**src/rtl/md5_padder.sv**
```systemverilog
// md5_padder
//   Byte-stream front end for the MD5 core. Accepts message bytes over a
//   valid/ready handshake, packs them little-endian into 512-bit blocks and
//   applies MD5 padding (0x80, zero fill, 64-bit little-endian bit length).
//   An extra pad block is emitted when the length field does not fit.
//
// Ports
//   clock      : sole clock, rising edge
//   reset      : synchronous, active-high
//   in_data    : message byte
//   in_valid   : in_data is valid
//   in_last    : in_data is the final byte of its message (sampled on accept)
//   in_ready   : padder can take a byte
//   blk_data   : padded block, byte k at bits [8k+7:8k]
//   blk_valid  : blk_data holds a complete block
//   blk_ready  : consumer takes the block
//   blk_first  : block is the first of its message
//   blk_last   : block is the final one of its message
module md5_padder #(
   parameter int LEN_W = 32
) (
   input  logic         clock,
   input  logic         reset,
   input  logic [7:0]   in_data,
   input  logic         in_valid,
   input  logic         in_last,
   output logic         in_ready,
   output logic [511:0] blk_data,
   output logic         blk_valid,
   input  logic         blk_ready,
   output logic         blk_first,
   output logic         blk_last
);

   typedef enum logic [1:0] {ACCUM, HOLD, HOLD_LAST} state_t;

   state_t             state;
   logic [5:0]         idx;
   logic [LEN_W-1:0]   count;
   logic [511:0]       buffer;
   logic               pad2;
   logic               need80;
   logic               first_pend;

   logic [LEN_W-1:0]   count_n;
   logic [6:0]         p_pos;
   logic [511:0]       fill_blk;
   logic               accept;

   // Bit length of a message of c bytes, truncated to the 64-bit field.
   function automatic logic [63:0] bit_len(input logic [LEN_W-1:0] c);
      logic [63:0] w;
      w = 64'(c);
      return w << 3;
   endfunction

   assign in_ready  = (state == ACCUM) && !reset;
   assign accept    = in_valid && in_ready;
   assign blk_valid = !reset && (state != ACCUM);
   assign blk_first = blk_valid && first_pend;
   assign blk_last  = !reset && (state == HOLD_LAST);
   assign blk_data  = reset ? '0 : buffer;

   assign count_n = count + 1'b1;
   // Bytes used in the block once the current byte lands (1..64).
   assign p_pos   = {1'b0, idx} + 7'd1;

   // Block contents after writing the current byte, including the padding
   // marker and length field when this byte closes the message.
   always_comb begin
      // NOTE: every variable driven here gets a full default first so no latch is inferred.
      fill_blk = buffer;
      fill_blk[{idx, 3'b000} +: 8] = in_data;
      if (in_last) begin
         if (p_pos != 7'd64) fill_blk[{p_pos[5:0], 3'b000} +: 8] = 8'h80;
         if (p_pos <= 7'd55) fill_blk[511:448] = bit_len(count_n);
      end
   end

   always_ff @(posedge clock) begin
      // NOTE: state registers use non-blocking assignments so all updates see pre-edge values.
      if (reset) begin
         state      <= ACCUM;
         idx        <= '0;
         count      <= '0;
         buffer     <= '0;
         pad2       <= 1'b0;
         need80     <= 1'b0;
         first_pend <= 1'b1;
      end else begin
         case (state)
            ACCUM: begin
               if (accept) begin
                  buffer <= fill_blk;
                  idx    <= idx + 6'd1;
                  count  <= count_n;
                  if (!in_last) begin
                     if (idx == 6'd63) state <= HOLD;
                  end else if (p_pos <= 7'd55) begin
                     state <= HOLD_LAST;
                  end else begin
                     // Length does not fit: a second block carries it.
                     pad2   <= 1'b1;
                     need80 <= (p_pos == 7'd64);
                     state  <= HOLD;
                  end
               end
            end
            HOLD: begin
               if (blk_ready) begin
                  first_pend <= 1'b0;
                  if (pad2) begin
                     buffer <= {bit_len(count), 440'd0, (need80 ? 8'h80 : 8'h00)};
                     pad2   <= 1'b0;
                     state  <= HOLD_LAST;
                  end else begin
                     buffer <= '0;
                     idx    <= '0;
                     state  <= ACCUM;
                  end
               end
            end
            HOLD_LAST: begin
               if (blk_ready) begin
                  buffer     <= '0;
                  idx        <= '0;
                  count      <= '0;
                  first_pend <= 1'b1;
                  state      <= ACCUM;
               end
            end
            default: state <= ACCUM;
         endcase
      end
   end

endmodule
```
**config.mk**
```make
export PLATFORM = sky130hd
export DESIGN_NAME = md5_padder
export DESIGN_NICKNAME = d
export VERILOG_FILES = /design/src/rtl/md5_padder.sv
export SDC_FILE = /design/constraint.sdc
export NUM_CORES = 2
export LEC_CHECK = 0
export BUFFER_PORTS_ARGS = -buffer_cell sky130_fd_sc_hd__buf_4
export CORE_ASPECT_RATIO = 1.4
export CORE_MARGIN = 3
export CORE_UTILIZATION = 55
export DETAILED_ROUTE_END_ITERATION = 6
export PLACE_DENSITY = 0.89
export SYNTH_ARGS = -nofsm -noshare
export SYNTH_HDL_FRONTEND = slang
export SYNTH_SLANG_ARGS = --single-unit
```
**constraint.sdc**
```tcl
create_clock -name clock -period 3.45 [get_ports clock]
set_clock_uncertainty 0.05 [all_clocks]
set_input_delay 0.345 -clock clock [delete_from_list [all_inputs] [get_ports clock]]
set_output_delay 0.345 -clock clock [all_outputs]
set_load 0.02 [all_outputs]
```
==> flow_metrics.py <==
metrics = {
    "detailed_routing": {
        "routed_wl_mm": 106,
        "via_per_inst": 6.43,
        "dr.pass1.iters": 7,
        "drc_errors": 19,
        "avgRoutedWirePerCell_um": 24.0,
        "antenna_left": 0,
        "drt_iter0_drc": 3815,
        "vias": 28200,
    },
    "synth": {
        "seq_area_frac_synth_pct": 40.5,
        "postSynth.asyncResetShare_pct": 0,
        "synth_top_area_share_pct": 40.5,
        "ys.flop_type": "dfxtp_1",
        "synth_top_cell_by_area": "dfxtp_1",
        "synthTopCellsByArea": "dfxtp_1, nor2b_1, a22o_1",
        "syn-num-nets": 3275,
        "syn_avg_cell_area_um2": 8.44,
        "netlist_instances": 3251,
        "synth.most_common_cell": "dfxtp_1",
        "ys_types": 97,
        "synth-seq-cells": 555,
        "synth-edff-count": 0,
        "synth_area_um2": 27500,
        "synthTopCellsByCount": "dfxtp_1, nor2b_1, a22o_1",
        "yosysWarnings": 0,
    },
    "timing": {
        "layout_min_cycle_time_ps": 3350,
        "maxSlewHeadroom_pct": 25.7,
        "setup_viol": 0,
        "worst_slew_pin_slew_ps": 1110,
        "fin_ws_ps": 102,
        "finalHoldViolCount": 0,
        "hold-worst-slack_ps": 44.5,
        "finalSetupTns_ps": 0,
        "period_share_pct": 97.0,
        "final-max-slew-violation-count": 0,
        "fmax_mhz": 299,
    },
    "clock_network": {
        "cts_buffer_depth": 3,
        "insertion_delay_ps": 590,
        "h-tree-depth": 2,
        "clk_pin_slew_ps": 70,
        "cts.sinks": 555,
        "cts_tree": "yes",
        "clockRootBuffer": "clkbuf_16",
        "numCtsBuffers": 50,
    },
    "floorplan": {
        "placementRows": 96,
        "start_util_pct": 55.9,
        "design.core.area_um2": 49100,
        "fp.dieH_um": 270,
        "ios": 529,
        "die_w_um": 195,
        "dieArea_um2": 52700,
    },
    "global_routing": {
        "first_global_vias": 26600,
        "grt_pass1_wl_mm": 158,
        "grt-ovfl-total": 0,
        "antenna_found_initial": 0,
        "grt_usage_pct": 37.5,
        "grt_max_degree": 195,
    },
    "setup_path": {
        "critical-path-top-delay-family": "simple AND/OR/NAND/NOR gates",
        "crit_slowest_cell": "nor3_2",
        "critPathMaxStageDelay_ps": 680,
        "critPathLaunchType": "flop",
        "cp.required_ps": 3920,
        "cp_common_cell": "nor3_2",
        "cp.arrival_ps": 3820,
        "cp-end-kind": "flop",
        "path_cells": "inv_1 -> ha_1 -> o2bb2ai_1 -> or2_2 -> nor3_2 -> buf_4 -> nand2_1 -> nor3_2 -> a22o_1",
        "path_class": "flop to flop",
        "path_buf_inv": 2,
        "path_max_fanout": 32,
    },
    "place": {
        "dp_hpwl_mm": 73.9,
        "port_buffers": 528,
        "placed_area_um2": 32300,
        "gp_congestion": 0.991,
        "dpl_worst_slack_ps": -7.58,
    },
    "outcome": {
        "outcome": "finished with violations",
        "violations": "DRC",
    },
    "flow_run": {
        "drv_cap": 0,
    },
    "layout": {
        "stdcell_area_um2": 34100,
        "fill_cells": 3807,
        "area_growth_pct": 24.1,
        "drive_gt1_share_pct": 23.1,
        "fin_nets": 3743,
    },
    "power_and_ir_drop": {
        "vdd_drop_max_v": 0.000410,
        "p_total_mw": 16.1,
        "powerDensity_nw_per_um2": 471,
        "p_leak_nw": 14.7,
    },
    "hold_path": {
        "min_path_type": "input pin to flop",
    },
}
layout make-up:
cell class	instances	area, µm²	share of cell area, %
multi-input cells	2253	14700	43.2
flip-flops and latches	555	11100	32.6
repair buffers	663	5040	14.8
clock buffers	75	1500	4.39
well taps	637	797	2.34
inverters	196	736	2.16
clock inverters	15	173	0.507
diodes	1	2.50	0.00735
per-stage QoR:
stage                     cells  util, %
final                      4395     69.3
after global routing       4394     69.3
after CTS                  4391     69.1
after detailed placement   4300     65.7
after global placement     4300     65.7
after floorplan            3251        -
where the power goes:
group	switching (mW)	internal, mW	leakage (nW)
Sequential	0.0776	6.50	4.47
Combinational	2.67	1.03	9.43
Clock	2.54	3.23	0.815
Total	5.29	10.8	14.7
timing repair:
item	CTS	global route
hold endpoints to repair	1	0
pin swaps	0	3
setup buffers	0	2
hold buffers	1	0
gates resized for setup	5	18
gates cloned	0	1
setup endpoints to repair	19	370
registers in the layout, summed over array words and instances, names as in the netlist:
name	flops
buffer	512
count	32
first_pend	1
idx	6
need80	1
pad2	1
state	2
cell families (layout without fill, tap and decap cells):
group | after synthesis | in the layout | share of synthesized area, %
and+or+nand+nor | 1267 | 1268 | 24.9
AOI/OAI and AO/OA | 885 | 885 | 24.3
DFF | 555 | 555 | 40.5
buffers and inverters | 444 | 949 | 6.47
muxes | 51 | 51 | 1.92
xor gates and xnor gates | 38 | 38 | 1.34
adders and majority gates | 11 | 11 | 0.501
other | 0 | 1 | 0
per-layer routing:
layer	wire length, µm	global-route usage (%)
met1	36900	44.7
met2	49500	63.0
met3	11200	6.35
met4	8070	23.0
met5	0	0
layout by cell type, fill, tap and decap left out, types with 17 or more instances in the layout:
cell       netlist  final
nor2_1         227    220
a221oi_1       162    162
dfxtp_1        555    553
o21a_1          22     20
a22o_1         228    228
o2bb2ai_1       37     37
o21ai_2         13     19
o21ai_0         76     75
a211oi_1        23     23
nand3_1        149    148
inv_1          195    195
nor2b_1        338    338
clkbuf_16        0     51
o22ai_1         26     25
or2_2           15     17
xnor2_1         24     22
a41oi_1         18     18
o21ai_1         28     22
nand2b_1       167    166
nand2_1        201    200
buf_4           10    657
or3_1           23     23
a21oi_1        149    147
nor3_1          41     39
mux2i_1         41     41
worst paths after layout:
kind,startpoint,to,slack (ps),cells after the start
worst max-delay path,state[0],buffer[278],100,9
worst min-delay path,reset,idx[0],40,2
worst max register to register,state[0],buffer[278],100,9
worst min register to register,buffer[399],buffer[399],400,2
Power figures use the tool's default switching activity.
